**config.mk**
```make
export PLATFORM = sky130hd
export DESIGN_NAME = dac_scan_ctrl
export DESIGN_NICKNAME = d
export VERILOG_FILES = /design/src/rtl/dac_scan_ctrl.sv
export SDC_FILE = /design/constraint.sdc
export NUM_CORES = 1
export LEC_CHECK = 0
export ABC_AREA = 1
export ABC_CLOCK_PERIOD_IN_PS = 5670
export CAP_MARGIN = 20
export CORE_MARGIN = 2
export CORE_UTILIZATION = 58
export CTS_BUF_LIST = sky130_fd_sc_hd__clkbuf_8
export CTS_CLUSTER_SIZE = 28
export DETAILED_ROUTE_END_ITERATION = 8
export PLACE_DENSITY = 0.84
export RECOVER_POWER = 50
export SYNTH_ARGS = -nofsm -noshare
export SYNTH_HDL_FRONTEND = slang
export SYNTH_SLANG_ARGS = --single-unit
```
**constraint.sdc**
```tcl
create_clock -name clock -period 5.67 [get_ports clock]
set_input_delay 0.567 -clock clock [delete_from_list [all_inputs] [get_ports clock]]
set_output_delay 0.567 -clock clock [all_outputs]
set_load 0.05 [all_outputs]
```
**src/rtl/dac_scan_ctrl.sv**
```systemverilog
// Threshold DAC sweep sequencer: steps a DAC code from start toward stop, and for each
// code waits out the serial write and analog settling, then takes one comparator measurement.
//
// state        | meaning
// IDLE         | waiting for start
// LOAD         | first code taken from latched config, status cleared
// UPDATE       | dac_update held high, counter runs from entry
// WRITE_WAIT   | remainder of the serial transfer window
// SETTLE       | analog settling of the DAC output
// MEAS_REQ     | one-cycle measurement request
// MEAS_WAIT    | waiting for meas_done or timeout
// NEXT         | step to next code or end the sweep
// FINISH       | one-cycle done pulse
module dac_scan_ctrl #(
    parameter int DW       = 14,
    parameter int UPD_HOLD = 4,
    parameter int WR_WAIT  = 300,
    parameter int SETTLE   = 400,
    parameter int MEAS_TO  = 65535,
    parameter int CW       = 16
) (
    input  logic          clock,
    input  logic          _reset,
    input  logic          start,
    input  logic          abort,
    input  logic [DW-1:0] code_start,
    input  logic [DW-1:0] code_stop,
    input  logic [DW-1:0] code_step,
    input  logic          meas_done,
    output logic [DW-1:0] dac_data,
    output logic          dac_update,
    output logic          meas_req,
    output logic          busy,
    output logic          done,
    output logic          error,
    output logic [CW-1:0] npoints
);

    localparam logic [3:0] S_IDLE       = 4'd0;
    localparam logic [3:0] S_LOAD       = 4'd1;
    localparam logic [3:0] S_UPDATE     = 4'd2;
    localparam logic [3:0] S_WRITE_WAIT = 4'd3;
    localparam logic [3:0] S_SETTLE     = 4'd4;
    localparam logic [3:0] S_MEAS_REQ   = 4'd5;
    localparam logic [3:0] S_MEAS_WAIT  = 4'd6;
    localparam logic [3:0] S_NEXT       = 4'd7;
    localparam logic [3:0] S_FINISH     = 4'd8;

    logic [3:0]    state;
    logic [CW-1:0] cnt;
    logic [DW-1:0] start_q;
    logic [DW-1:0] stop_q;
    logic [DW-1:0] step_q;
    logic          asc_q;
    logic [DW:0]   nxt;
    logic          last_pt;
    logic          cnt_zero;

    assign cnt_zero = (cnt == '0);

    // One extra bit catches carry (ascending) or borrow (descending) past the code range.
    always_comb begin
        if (asc_q) begin
            nxt = {1'b0, dac_data} + {1'b0, step_q};
        end else begin
            nxt = {1'b0, dac_data} - {1'b0, step_q};
        end
        if (step_q == '0) begin
            last_pt = 1'b1;
        end else if (asc_q) begin
            last_pt = nxt[DW] || (nxt[DW-1:0] > stop_q);
        end else begin
            last_pt = nxt[DW] || (nxt[DW-1:0] < stop_q);
        end
    end

    always_ff @(posedge clock) begin
        if (!_reset) begin
            state    <= S_IDLE;
            cnt      <= '0;
            dac_data <= '0;
            start_q  <= '0;
            stop_q   <= '0;
            step_q   <= '0;
            asc_q    <= 1'b0;
            npoints  <= '0;
            error    <= 1'b0;
        end else if (abort && state != S_IDLE) begin
            state <= S_IDLE;
        end else begin
            case (state)
                S_IDLE: begin
                    if (start && !abort) begin
                        start_q <= code_start;
                        stop_q  <= code_stop;
                        step_q  <= code_step;
                        asc_q   <= (code_stop >= code_start);
                        state   <= S_LOAD;
                    end
                end
                S_LOAD: begin
                    dac_data <= start_q;
                    npoints  <= '0;
                    error    <= 1'b0;
                    cnt      <= CW'(UPD_HOLD - 1);
                    state    <= S_UPDATE;
                end
                S_UPDATE: begin
                    if (cnt_zero) begin
                        cnt   <= CW'(WR_WAIT - UPD_HOLD - 1);
                        state <= S_WRITE_WAIT;
                    end else begin
                        cnt <= cnt - 1'b1;
                    end
                end
                S_WRITE_WAIT: begin
                    if (cnt_zero) begin
                        cnt   <= CW'(SETTLE - 1);
                        state <= S_SETTLE;
                    end else begin
                        cnt <= cnt - 1'b1;
                    end
                end
                S_SETTLE: begin
                    if (cnt_zero) begin
                        state <= S_MEAS_REQ;
                    end else begin
                        cnt <= cnt - 1'b1;
                    end
                end
                S_MEAS_REQ: begin
                    cnt   <= CW'(MEAS_TO - 1);
                    state <= S_MEAS_WAIT;
                end
                S_MEAS_WAIT: begin
                    if (meas_done) begin
                        if (npoints != '1) begin
                            npoints <= npoints + 1'b1;
                        end
                        state <= S_NEXT;
                    end else if (cnt_zero) begin
                        error <= 1'b1;
                        state <= S_FINISH;
                    end else begin
                        cnt <= cnt - 1'b1;
                    end
                end
                S_NEXT: begin
                    if (last_pt) begin
                        state <= S_FINISH;
                    end else begin
                        dac_data <= nxt[DW-1:0];
                        cnt      <= CW'(UPD_HOLD - 1);
                        state    <= S_UPDATE;
                    end
                end
                S_FINISH: state <= S_IDLE;
                default:  state <= S_IDLE;
            endcase
        end
    end

    // Strobes drop in the abort cycle itself rather than waiting for the state change.
    assign dac_update = (state == S_UPDATE)   && !abort;
    assign meas_req   = (state == S_MEAS_REQ) && !abort;
    assign done       = (state == S_FINISH)   && !abort;
    assign busy       = (state != S_IDLE);

endmodule

```
Yosys cells after proc, flatten, opt, wreduce, memory -nomap -nowiden

Cells that the tools add are included.

Flip-flop bits (word level): 94
Input bits: 47
Output and inout bits: 35
Word-level logic and storage cells: 84

Add/subtract/negate cells: 4
Order comparisons: 3
Equal/unequal tests: 19
Multiplexer cells: 25
Bitwise logic cells: 2
Reductions and logical operators: 22

Operator list:

| kind                    | number |
|---|---|
| $mux W16                | 7 |
| $pmux W16 S7            | 1 |
| $pmux W16 S2            | 1 |
| $pmux W4 S8             | 1 |
| $mux W4                 | 7 |
| $pmux W14 S2            | 1 |
| $ne A2 B2 Y1 const B    | 9 |
| $add A16 B1 Y16 const B | 1 |
| $eq A4 B3 Y1 const B    | 4 |
| $logic_not A16 Y1       | 1 |
| $ne A16 B16 Y1 const B  | 1 |
| $sub A16 B1 Y16 const B | 1 |
| $add A14 B14 Y15        | 1 |
| $mux W15                | 1 |
| $sub A14 B14 Y15        | 1 |
| $ge A14 B14 Y1          | 1 |
| $gt A14 B14 Y1          | 1 |
| $logic_not A14 Y1       | 1 |
| $lt A14 B14 Y1          | 1 |
| $mux W14                | 1 |
| $reduce_and A4 Y1       | 3 |
| $eq A4 B2 Y1 const B    | 2 |
| $reduce_bool A7 Y1      | 1 |
| $reduce_and A3 Y1       | 2 |
| 14 further kinds        | 24 |

Longest topological paths before layout

Depth after elaboration: 8
Mapped depth: 33
Gate-level depth less buffers: 32

Worst setup path before layout

No wires, ideal clock.

Path kind: reg2reg
From: register step_q[0]
To: register cnt[2]
Setup time: 0.115 ns
Data arrival time: 3.819 ns
Data required time: 5.555 ns
Path slack: 1.736 ns
Cell stages (with the launch flop): 29
Path buffers: 1
Period minus slack after synthesis: 3.934 ns
Cell sequence: dfxtp_1 > inv_1 > ha_1 > nand2_1 > nor2_1 > nand2_1 > nor3_2 > nor2_1 > xor2_1 > ha_1 > a21oi_1 > a21boi_0 > inv_1 > a21oi_1 > nand3_1 > and2_1 > ha_1 > nand2_1 > nor2_1 > nand3_1 > o21ai_0 > nand2_1 > nand2_1 > nand3_1 > nand2_2 > buf_2 > nand3_1 > nand2_1 > nor2_1

Cells in the longest elaborated chain, start to end: 8
Elaborated cells on any way between the ends: 12
Classes of those cells: add/sub (2); order compare (2); eq/ne (1); mux (3); reduce/logical (4)

Ends and longest elaborated chain:

| item                                                 | line   | source |
|---|---|---|
| start: declaration                                   | 53     | `logic [DW-1:0] step_q;` |
| start signal: assignment                             | 96     | `step_q <= code_step;` |
| $sub A14 B14 Y15 or $add A14 B14 Y15 (tied branches) | 66, 64 |  |
| $mux W15                                             | 63     | `if (asc_q) begin` |
| $lt A14 B14 Y1 or $gt A14 B14 Y1 (tied branches)     | 73, 71 |  |
| $logic_or A1 B1 Y1 (on tied branches)                | 73, 71 |  |
| $mux W1                                              | 70     | `end else if (asc_q) begin` |
| $mux W1 (*)                                          | 68     | `if (step_q == '0) begin` |
| $ne A2 B2 Y1 (no source line) (*)                    | --     |  |
| $reduce_and A4 Y1 (no source line) (*)               | --     |  |
| end signal: assignment                               | 105    | `cnt <= CW'(UPD_HOLD - 1);` |
| end signal: assignment                               | 110    | `cnt <= CW'(WR_WAIT - UPD_HOLD - 1);` |
| end signal: assignment                               | 113    | `cnt <= cnt - 1'b1;` |
| end: declaration                                     | 50     | `logic [CW-1:0] cnt;` |

Every way passes the cells marked *; elsewhere a longest branch is shown, timed or not.
A chain may end at the register's enable or synchronous reset.

Worst setup path after layout

From: register step_q[0]
To: register cnt[0]

The elaborated chain is that of the path after synthesis.

==> flow_summary.json <==
{
  "critPathKind": "flip-flop to flip-flop",
  "finalHoldViolCount": 0,
  "clockBufferDepth": 2,
  "syn_area_um2": 6442,
  "ios": 82,
  "synth-seq-cells": 94,
  "cpPeakStageDelay_ns": 0.35,
  "clk_latency_ns": 0.39,
  "fp-row-count": 38,
  "coreArea_um2": 10840,
  "post_cts_resized": 0,
  "grt.total_usage": 0.2861,
  "critical_path.max_fanout": 17,
  "crit_required_ns": 6.01,
  "whs_ns": 0.4744,
  "worst_pin_slew_ns": 2.109,
  "routedWlPerCell_um": 13.78,
  "drive_above_1_share": 0.04147,
  "hold_class": "flip-flop to flip-flop",
  "syn_area_per_cell_um2": 6.521,
  "initial_utilization": 0.5943,
  "vias": 6502,
  "routed_wl_um": 16540,
  "synth_cells": 988,
  "finalSetupViolations": 0,
  "num-fill-cells": 989,
  "drt_iter0_drc": 470,
  "via_per_inst": 5.414,
  "maxCapViolCount": 1,
  "p_leak_nw": 3.599,
  "drcViolationCount": 0,
  "antenna_found_initial": 0,
  "dp_hpwl_um": 12410,
  "fin_skew_ns": 0.01416,
  "h-tree-depth": 3,
  "setup-tns-final_ns": 0,
  "dr.pass1.iters": 5,
  "fin_crit_sh": 0.8567,
  "start_kind": "flip-flop",
  "fp.dieW_um": 109.4,
  "status": "finished, violations left",
  "grt-ovfl-total": 0,
  "fp.dieH_um": 109.4,
  "cp-end-kind": "flip-flop",
  "cts_tree": "done",
  "slew_headroom": -0.4061,
  "drtAntennaViolNets": 0,
  "grt_pass1_vias": 5720,
  "grt_pass1_wl_um": 26810,
  "n_antenna_cell": 0,
  "yosys.cell_types.count": 45,
  "fin_crit_ns": 4.857,
  "ir_worst_vdd_uv": 200.5,
  "arrival_ns": 5.20,
  "root_buffer": "clkbuf_8",
  "path_common_cell": "nand2_1",
  "power_density_nw_per_um2": 389.9,
  "clock-sinks": 94,
  "ctsHoldBuffers": 0,
  "ys_seq_area_frac": 0.2921,
  "dieArea_um2": 11970,
  "post-cts-setup-buffers": 0,
  "grt_setup_unrepaired": "false",
  "synth_nets": 1082,
  "nets": 1150,
  "area_growth_pct": 16.22,
  "maxSlewViolCount": 55,
  "cp_slowest_cell": "ha_1",
  "yosysWarnings": 0,
  "clkSlewWorstSetupHoldPaths_ns": 0.10,
  "portBuffers": 81,
  "violations": "capacitance limit, slew limit",
  "fmax_ghz": 0.2059,
  "cts_made_buffers": 9,
  "final_common_cell": "nand2_1",
  "grt_max_degree": 55,
  "final_cell_mix": "221 x nand2_1, 124 x inv_1, 114 x a21oi_1, 112 x nor2_1, 94 x dfxtp_1",
  "finalWeightedCongestion": 1.002
}
==> registers in the layout, indices dropped and copies added, names as in the netlist <==
name	cells
step_q	14
stop_q	14
asc_q	1
error	1
dac_data	14
cnt	16
start_q	14
state	4
npoints	16
==> kinds of logic after synthesis <==
| family | Yosys count | share of synthesized area |
|---|---|---|
| multiplexers | 3 | 0.004661 |
| flip-flops | 94 | 0.2921 |
| AO/OA/AOI/OAI | 194 | 0.1563 |
| buffers and inverters | 160 | 0.09730 |
| XOR/XNOR | 32 | 0.04350 |
| AND/OR/NAND/NOR | 458 | 0.3137 |
| adder cells (fa/ha/maj) | 47 | 0.09244 |
==> worst max-delay path: cells and delay by family (launching register included) <==
kind	cells	cell delay [ns]
xor gates and xnor gates	1	0.17
AOI/OAI and AO/OA	3	0.76
and+or+nand+nor	21	2.34
buffers and inverters	2	0.39
DFF	1	0.32
adders and majority gates	3	0.81
==> layer usage <==
layer  up-vias  track usage  part of all wire
met5         -            0                 0
met3        22      0.04327             0.066
met4         0      0.09675             0.017
met2       206       0.4392              0.44
met1      2931       0.4095              0.48
li1       3343            -                 -
==> synthesized netlist by cell type, drive strengths merged <==
master,instances,area share
nor3,22,0.021
dfxtp,94,0.29
or2,1,0.0014
mux2i,3,0.0047
nor2,115,0.071
a21boi,1,0.0012
a31oi,3,0.0029
inv,129,0.075
o21a,2,0.0023
xor2,26,0.035
fa,1,0.0031
ha,46,0.089
nand4,11,0.011
a21oi,115,0.090
buf,10,0.0099
nor4,5,0.0049
xnor2,6,0.0082
and2,4,0.0039
a21o,2,0.0023
o31ai,1,0.0012
nand3b,3,0.0035
o21bai,1,0.0012
nand3,67,0.054
o21ai,66,0.052
and3,2,0.0027
clkbuf,20,0.012
nand2,228,0.14
o211ai,3,0.0035
clkinv,1,0.00058
==> report_power, final <==
part	total [mW]	switching, mW	internal [mW]	leakage, nW
logic	1.58	1.01	0.571	2.72
clock network	0.494	0.262	0.232	0.107
registers	0.847	0.0916	0.755	0.769
total	2.92	1.36	1.56	3.60
==> stage by stage <==
step	power, mW	utilization	worst slack, ns	cells	cell area [um2]
2_1_floorplan	2.055	-	1.736	988	6442
3_3_place_gp	2.378	0.6766	1.153	1185	7335
3_5_place_dp	2.413	0.6766	0.9556	1185	7335
4_1_cts	2.912	0.6964	0.9240	1201	7550
5_1_grt	3.176	0.6907	0.2783	1201	7487
6_report	2.919	0.6907	0.8128	1201	7487
==> area by class of cell <==
type                       count  area [um2]  area share
multi-input combinational    734        3880      0.5182
sequential                    94        1882      0.2513
timing repair buffer          87       847.1      0.1131
inverter                     130       488.0     0.06517
tap                          140       175.2     0.02340
clock buffer                  11       151.4     0.02022
clock inverter                 5       63.81    0.008523
==> worst paths after layout <==
kind | end | startpoint | slack (ns) | cells after the start
setup reg to reg | cnt[0] | step_q[0] | 0.81 | 30
setup / recovery | cnt[0] | step_q[0] | 0.81 | 30
hold reg to reg | npoints[11] | npoints[11] | 0.47 | 2
hold / removal | npoints[11] | npoints[11] | 0.47 | 2
(Power assumes the default switching activity.)
